### src/rtl/ram_arbiter.sv
`default_nettype none
// ============================================================================
// Module   : ram_arbiter
// Purpose  : Registered round-robin arbiter sharing one RAM port between
//            CPUS cores. Each core offers a data request (dREN/dWEN) and an
//            instruction request (iREN); data wins within a core. A grant
//            FSM (IDLE -> REQ -> IDLE) lets one requester drive the RAM at a
//            time, and a watchdog pulses err_timeout_o when the RAM never
//            reports ACCESS for the granted transaction.
// Ports    : CLK_i, RST_i            clock, synchronous active-high reset
//            iREN_i, iaddr_i         per-core instruction request / address
//            dREN_i, dWEN_i          per-core data read / write request
//            daddr_i, dstore_i       per-core data address / write value
//            iwait_o, dwait_o        per-core waits, 0 = completes this cycle
//            iload_o, dload_o        per-core load data (copies of ramload_i)
//            ramstate_i, ramload_i   RAM status (FREE/BUSY/ACCESS/ERROR), data
//            ramREN_o, ramWEN_o      RAM read / write enables
//            ramaddr_o, ramstore_o   RAM address / write data
//            grant_valid_o           high while a grant is held (REQ)
//            grant_cpu_o             index of the granted core
//            err_timeout_o           one-cycle watchdog expiry pulse
// Revision : 1.0 - initial release
// ============================================================================
module ram_arbiter #(
  parameter int CPUS    = 2,
  parameter int TIMEOUT = 1024
) (
  input  logic                               CLK_i,
  input  logic                               RST_i,
  input  logic [CPUS-1:0]                    iREN_i,
  input  logic [CPUS-1:0][31:0]              iaddr_i,
  input  logic [CPUS-1:0]                    dREN_i,
  input  logic [CPUS-1:0]                    dWEN_i,
  input  logic [CPUS-1:0][31:0]              daddr_i,
  input  logic [CPUS-1:0][31:0]              dstore_i,
  output logic [CPUS-1:0]                    iwait_o,
  output logic [CPUS-1:0]                    dwait_o,
  output logic [CPUS-1:0][31:0]              iload_o,
  output logic [CPUS-1:0][31:0]              dload_o,
  input  logic [1:0]                         ramstate_i,
  input  logic [31:0]                        ramload_i,
  output logic                               ramREN_o,
  output logic                               ramWEN_o,
  output logic [31:0]                        ramaddr_o,
  output logic [31:0]                        ramstore_o,
  output logic                               grant_valid_o,
  output logic [((CPUS > 1) ? $clog2(CPUS) : 1)-1:0] grant_cpu_o,
  output logic                               err_timeout_o
);

  localparam int CW = (CPUS > 1) ? $clog2(CPUS) : 1;
  localparam int WW = $clog2(TIMEOUT + 1);

  // ramstate_t encoding: FREE=0, BUSY=1, ACCESS=2, ERROR=3.
  localparam logic [1:0] RAM_ACCESS = 2'd2;

  typedef enum logic [0:0] {
    S_IDLE = 1'b0,
    S_REQ  = 1'b1
  } state_t;

  state_t          state_q, state_d;
  logic [CW-1:0]   rr_ptr_q, rr_ptr_d;
  logic [CW-1:0]   grant_cpu_q, grant_cpu_d;
  logic            grant_is_data_q, grant_is_data_d;
  logic [WW-1:0]   wd_cnt_q, wd_cnt_d;
  logic            err_timeout_q, err_timeout_d;

  logic [CPUS-1:0] w_req;
  logic [CPUS-1:0] w_dreq;
  logic            w_found;
  logic [CW-1:0]   w_pick;
  logic            w_sel_req;
  logic            w_active;
  logic            w_access;
  logic            w_done;
  logic [CW-1:0]   w_next_ptr;

  assign w_req  = iREN_i | dREN_i | dWEN_i;
  assign w_dreq = dREN_i | dWEN_i;

  // Round-robin scan: first requesting core at or after rr_ptr, wrapping.
  always_comb begin
    int idx;
    w_found = 1'b0;
    w_pick  = '0;
    for (int i = 0; i < CPUS; i++) begin
      idx = int'(rr_ptr_q) + i;
      if (idx >= CPUS) begin
        idx = idx - CPUS;
      end
      if (!w_found && w_req[idx]) begin
        w_found = 1'b1;
        w_pick  = idx[CW-1:0];
      end
    end
  end

  // The granted request as seen this cycle; its fall means the requester gave up.
  assign w_sel_req = grant_is_data_q ? w_dreq[grant_cpu_q] : iREN_i[grant_cpu_q];

  // Reset in a REQ cycle kills the transaction at once: the RAM is released
  // and no wait bit drops, even though state_q still reads REQ.
  assign w_active = (state_q == S_REQ) && !RST_i;
  assign w_access = (ramstate_i == RAM_ACCESS);
  assign w_done   = w_active && w_sel_req && w_access;

  assign w_next_ptr = (grant_cpu_q == CW'(CPUS - 1)) ? '0 : grant_cpu_q + CW'(1);

  // RAM steering from the held grant.
  always_comb begin
    ramREN_o   = 1'b0;
    ramWEN_o   = 1'b0;
    ramaddr_o  = '0;
    ramstore_o = '0;
    if (w_active) begin
      if (grant_is_data_q) begin
        ramaddr_o  = daddr_i[grant_cpu_q];
        ramstore_o = dstore_i[grant_cpu_q];
        ramWEN_o   = dWEN_i[grant_cpu_q];
        // A simultaneous read and write resolves to the write.
        ramREN_o   = dREN_i[grant_cpu_q] & ~dWEN_i[grant_cpu_q];
      end else begin
        ramaddr_o  = iaddr_i[grant_cpu_q];
        ramREN_o   = iREN_i[grant_cpu_q];
      end
    end
  end

  // Wait release is combinational in the ACCESS cycle so a grant completes
  // in the same cycle the RAM answers.
  always_comb begin
    iwait_o = '1;
    dwait_o = '1;
    if (w_done) begin
      if (grant_is_data_q) begin
        dwait_o[grant_cpu_q] = 1'b0;
      end else begin
        iwait_o[grant_cpu_q] = 1'b0;
      end
    end
  end

  generate
    for (genvar c = 0; c < CPUS; c++) begin : g_load
      assign iload_o[c] = ramload_i;
      assign dload_o[c] = ramload_i;
    end
  endgenerate

  // Next-state logic. Priority in REQ: completion, abort, watchdog, wait.
  always_comb begin
    state_d         = state_q;
    rr_ptr_d        = rr_ptr_q;
    grant_cpu_d     = grant_cpu_q;
    grant_is_data_d = grant_is_data_q;
    wd_cnt_d        = wd_cnt_q;
    err_timeout_d   = 1'b0;
    case (state_q)
      S_IDLE: begin
        if (w_found) begin
          state_d         = S_REQ;
          grant_cpu_d     = w_pick;
          grant_is_data_d = w_dreq[w_pick];
          wd_cnt_d        = '0;
        end
      end
      S_REQ: begin
        if (w_sel_req && w_access) begin
          state_d  = S_IDLE;
          rr_ptr_d = w_next_ptr;
        end else if (!w_sel_req) begin
          // Abort: the pointer stays so the same core is scanned first again.
          state_d = S_IDLE;
        end else if (wd_cnt_q == WW'(TIMEOUT - 1)) begin
          err_timeout_d = 1'b1;
          state_d       = S_IDLE;
          rr_ptr_d      = w_next_ptr;
        end else if (wd_cnt_q != WW'(TIMEOUT)) begin
          wd_cnt_d = wd_cnt_q + WW'(1);
        end
      end
      default: begin
        state_d = S_IDLE;
      end
    endcase
  end

  always_ff @(posedge CLK_i) begin
    if (RST_i) begin
      state_q         <= S_IDLE;
      rr_ptr_q        <= '0;
      grant_cpu_q     <= '0;
      grant_is_data_q <= 1'b0;
      wd_cnt_q        <= '0;
      err_timeout_q   <= 1'b0;
    end else begin
      state_q         <= state_d;
      rr_ptr_q        <= rr_ptr_d;
      grant_cpu_q     <= grant_cpu_d;
      grant_is_data_q <= grant_is_data_d;
      wd_cnt_q        <= wd_cnt_d;
      err_timeout_q   <= err_timeout_d;
    end
  end

  assign grant_valid_o = (state_q == S_REQ);
  assign grant_cpu_o   = grant_cpu_q;
  assign err_timeout_o = err_timeout_q;

endmodule
`default_nettype wire

### config.mk
export PLATFORM = sky130hd
export DESIGN_NAME = ram_arbiter
export DESIGN_NICKNAME = d
export VERILOG_FILES = /design/src/rtl/ram_arbiter.sv
export SDC_FILE = /design/constraint.sdc
export NUM_CORES = 1
export LEC_CHECK = 0
export ABC_CLOCK_PERIOD_IN_PS = 2100
export CAP_MARGIN = 30
export CORE_AREA = 4 4 166 168
export DETAILED_ROUTE_END_ITERATION = 10
export DIE_AREA = 0 0 170 172
export SLEW_MARGIN = 20
export SYNTH_ARGS = -nofsm -noshare
export SYNTH_HDL_FRONTEND = slang
export SYNTH_SLANG_ARGS = --single-unit
### constraint.sdc
create_clock -name CLK_i -period 2.1 [get_ports CLK_i]
set_clock_uncertainty 0.05 [all_clocks]
set_input_delay 0.21 -clock CLK_i [delete_from_list [all_inputs] [get_ports CLK_i]]
set_output_delay 0.21 -clock CLK_i [all_outputs]
set_load 0.02 [all_outputs]
==> results of run 1 <==
-- worst max-delay path by stage --
stage               slack [ns]             to         from
floorplan                -0.02  ramaddr_o[10]  grant_cpu_o
global placement         -0.38     iwait_o[0]    dREN_i[0]
detailed placement       -0.36     iwait_o[0]    dWEN_i[0]
CTS                      -0.05   ramaddr_o[2]  grant_cpu_o
global route             -0.04     iwait_o[0]  grant_cpu_o
finish                    0.04   ramaddr_o[2]  grant_cpu_o
-- sequential cells by signal (all words and copies together) (netlist names) --
register and cells:
grant_is_data_q 1, err_timeout_o 1, rr_ptr_q 1, grant_cpu_o 1, grant_valid_o 1, wd_cnt_q 11
-- cells in the final DEF (no fill, tap or decap), types with 2 or more instances in the layout --
cell             synthesis  layout
a21oi_1                  5       5
nor2_1                  46      37
nor2_2                   0       9
nand2b_1                 3       3
clkdlybuf4s15_2          0       2
dfxtp_4                  0       2
o41ai_1                  2       2
nor4b_1                  2       2
buf_16                   0       2
inv_1                    4       4
o31ai_1                  4       4
o21ai_0                  6       5
nor2b_1                  3       2
and2_4                   0       8
dfxtp_1                 16      14
clkbuf_16                0       3
clkbuf_2                 0       3
nand3_1                  2       2
dlygate4sd2_1            0      34
nor3_1                   4       4
buf_4                  129      47
and2_1                  33      25
buf_8                    0       3
o21ai_1                  8       8
or3_1                    4       4
clkdlybuf4s50_1          0     201
nand2_1                 13      13
mux2i_2                  0       2
ha_1                     2       2
mux4_2                  32      32
buf_2                    9      21
mux2i_1                 34      32
nand4_1                  4       4
buf_12                   0      11
buf_6                    0      10
-- logic make-up (layout without fill, tap and decap cells) --
logic type | Yosys count | after routing | synth area share
AOI/OAI and AO/OA | 40 | 40 | 0.0867
adders and majority gates | 2 | 2 | 0.00731
DFF | 16 | 16 | 0.0936
buffers and inverters | 154 | 343 | 0.314
muxes | 66 | 66 | 0.310
and+or+nand+nor | 123 | 123 | 0.188
-- metal layers --
metal	track usage	up-vias	routed length (um)
met5	0	-	0
li1	-	1670	-
met4	0.0358	0	570
met3	0.0357	54	2030
met1	0.107	1621	5790
met2	0.167	258	7440
-- stage by stage --
stage          hold slack (ns)  setup TNS (ns)  power, uW  setup WS [ns]   util
3_3_place_gp             0.370           -7.33       1520         -0.377  0.230
4_1_cts                  0.370          -0.211       1960        -0.0466  0.237
3_5_place_dp             0.370           -6.58       1520         -0.363  0.230
5_1_grt                  0.370          -0.157       2070        -0.0399  0.240
6_report                 0.370               0       1950         0.0350  0.240
2_1_floorplan            0.229          -0.392       1160        -0.0196      -
-- final cells by class --
| class | count | area (um^2) | share of cell area |
|---|---|---|---|
| Timing Repair Buffer | 335 | 3250 | 0.523 |
| Multi-Input combinational cell | 231 | 2110 | 0.340 |
| Tap cell | 335 | 419 | 0.0675 |
| Sequential cell | 16 | 328 | 0.0528 |
| Clock buffer | 4 | 88.8 | 0.0143 |
| Inverter | 4 | 15.0 | 0.00242 |
-- where the power goes --
group,internal (uW),switching [uW]
combinational,758,459
clock,289,120
sequential,314,13.7
total,1360,592
-- what timing repair did --
item,4_1_cts,5_1_grt
buffers inserted,13,2
pin swaps,3,6
setup endpoints to repair,67,26
resized for setup,177,35
gates cloned,3,0
==> results.md, run 1 <==
* Max_slew headroom at 0.758
* Post-DRT Antenna Nets at 0
* Drt wl/cell at 17.1 um
* CP Class: flop to output port
* VDD IR-drop max at 0.000274 V
* Power per Cell Area at 315 nW/um^2
* Status: complete, no violations
* Levels on crit path at 6
* Design Area, Final at 6210 um^2
* Avg Cell Area, Syn at 8.53 um^2
* Post-layout minimum cycle time at 2.06 ns
* Slowest CP cell: mux4_2
* Final setup viols at 0
* Final WL at 15.8 mm
* First-pass GRT wire length at ~22 mm
* Most Frequent Cell on Critical Path: buf_8
* Dpl cells at 904
* Max-cap viol count at 0
* EDFF count, synth at 0
* Synth unique cells at 45
* Clk_lat worst skew at 0.24 ns
* Area grow syn2layout at 81.5%
* CP startpoint kind: flop
* Die W at about 170 um
* Hold buffers post-CTS at 0
* Bufs and invs on worst path at 4
* All-layer global routing usage at 0.0959
* Main synth FF type: dfxtp_1
* Die area at 29200 um^2
* Placement Rows at 59
* Worst slew pin tran at 0.359 ns
* Reg2Reg Depth at 9
* Port Buf Inserts at 274
* Antenna violations before repair at 0
* Filler cell count at around 2800
* Ys async rst share at 0
* Ant diodes at 0
* Sequential area share after synthesis at 0.0936
* Post-Syn Nets at roughly 640
* Count leader, synth: buf_4
* Routability Congestion at 0.774
* Type of the worst min-delay path: primary input to output port
* DR vias/cell at 3.90
* Largest net degree at the start of global routing at 36
* Placed Area at between 5000 and 6000 um^2
* Leak at 0.00240 uW
* Critical path capture point type: output port
* Vias at 3603
* DR pass1 iterations at 4
* CTS root buf: clkbuf_16
* Share of the synthesized area in the top cell type at 0.283
* DR iter-0 viols at 144
* Post-Syn Instances at 401
* Layout Cells excl Fill at 925
* Final HPWL DP at 12.9 mm
* H-tree levels at 1
* Most frequent cells after synthesis: buf_4 (129), nor2_1 (46), mux2i_1 (34)
* Max incr delay on CP at 0.48 ns
* Clock transition at path regs at around 0.050 ns
* Synthesized flop and latch total at 16
* R2r endpoint: wd_cnt_q[7]
* Hold depth at 0
* CTS Sinks at 16
* TritonCTS clock tree: built
* Die span in y at 172 um
* DRC errors left at 0
* Share of cells above drive strength 1 at 0.283
* Leading area contributor after synthesis: buf_4
* Final Max Tran Viols at 0
* Maximum buffer depth of the clock tree at 2
* Hold_sp: ramload_i[8]
* Reg2reg setup slack at 0.08 ns
* Congestion Overflow GR at 0
* CTS Buf Count at 3
* IO Pins at 435
* Vias in the first global route at around 3700
* Period utilization at 0.983
* WHS Endpoint: dload_o[40]
* R2r startpoint: grant_cpu_o
* Area contributors post-synth: buf_4 (28%), mux4_2 (21%), mux2i_1 (9.9%), dfxtp_1 (9.4%), and2_1 (6.0%)
* Nets at ~830
* Post-Syn Area at 3420 um^2
* Arrival @ worst endpoint at between 1.5 and 2 ns
* Core box area at 25900 um^2
* Final-report hold violation count at 0
* CP Cell Sequence: buf_8, buf_12, buf_8, mux4_2, and2_4, buf_6
* YS warnings at 0
* Req. time, crit path at between 1.5 and 2 ns
* CP top delay family: buffers and inverters
* Initial Util at 0.132
* Largest fanout on the critical path at 5
* Achievable Freq at between 400 and 500 MHz
* RSZ-0062 raised after global routing: true
Note: power is estimated with default switching activity, not from simulation.
==> run 2, diff against run 1 <==
CTS_CLUSTER_DIAMETER = 100   (was not set)
==> results of run 2 <==
No change in the layout: final DEF, timing and power equal those of run 1.
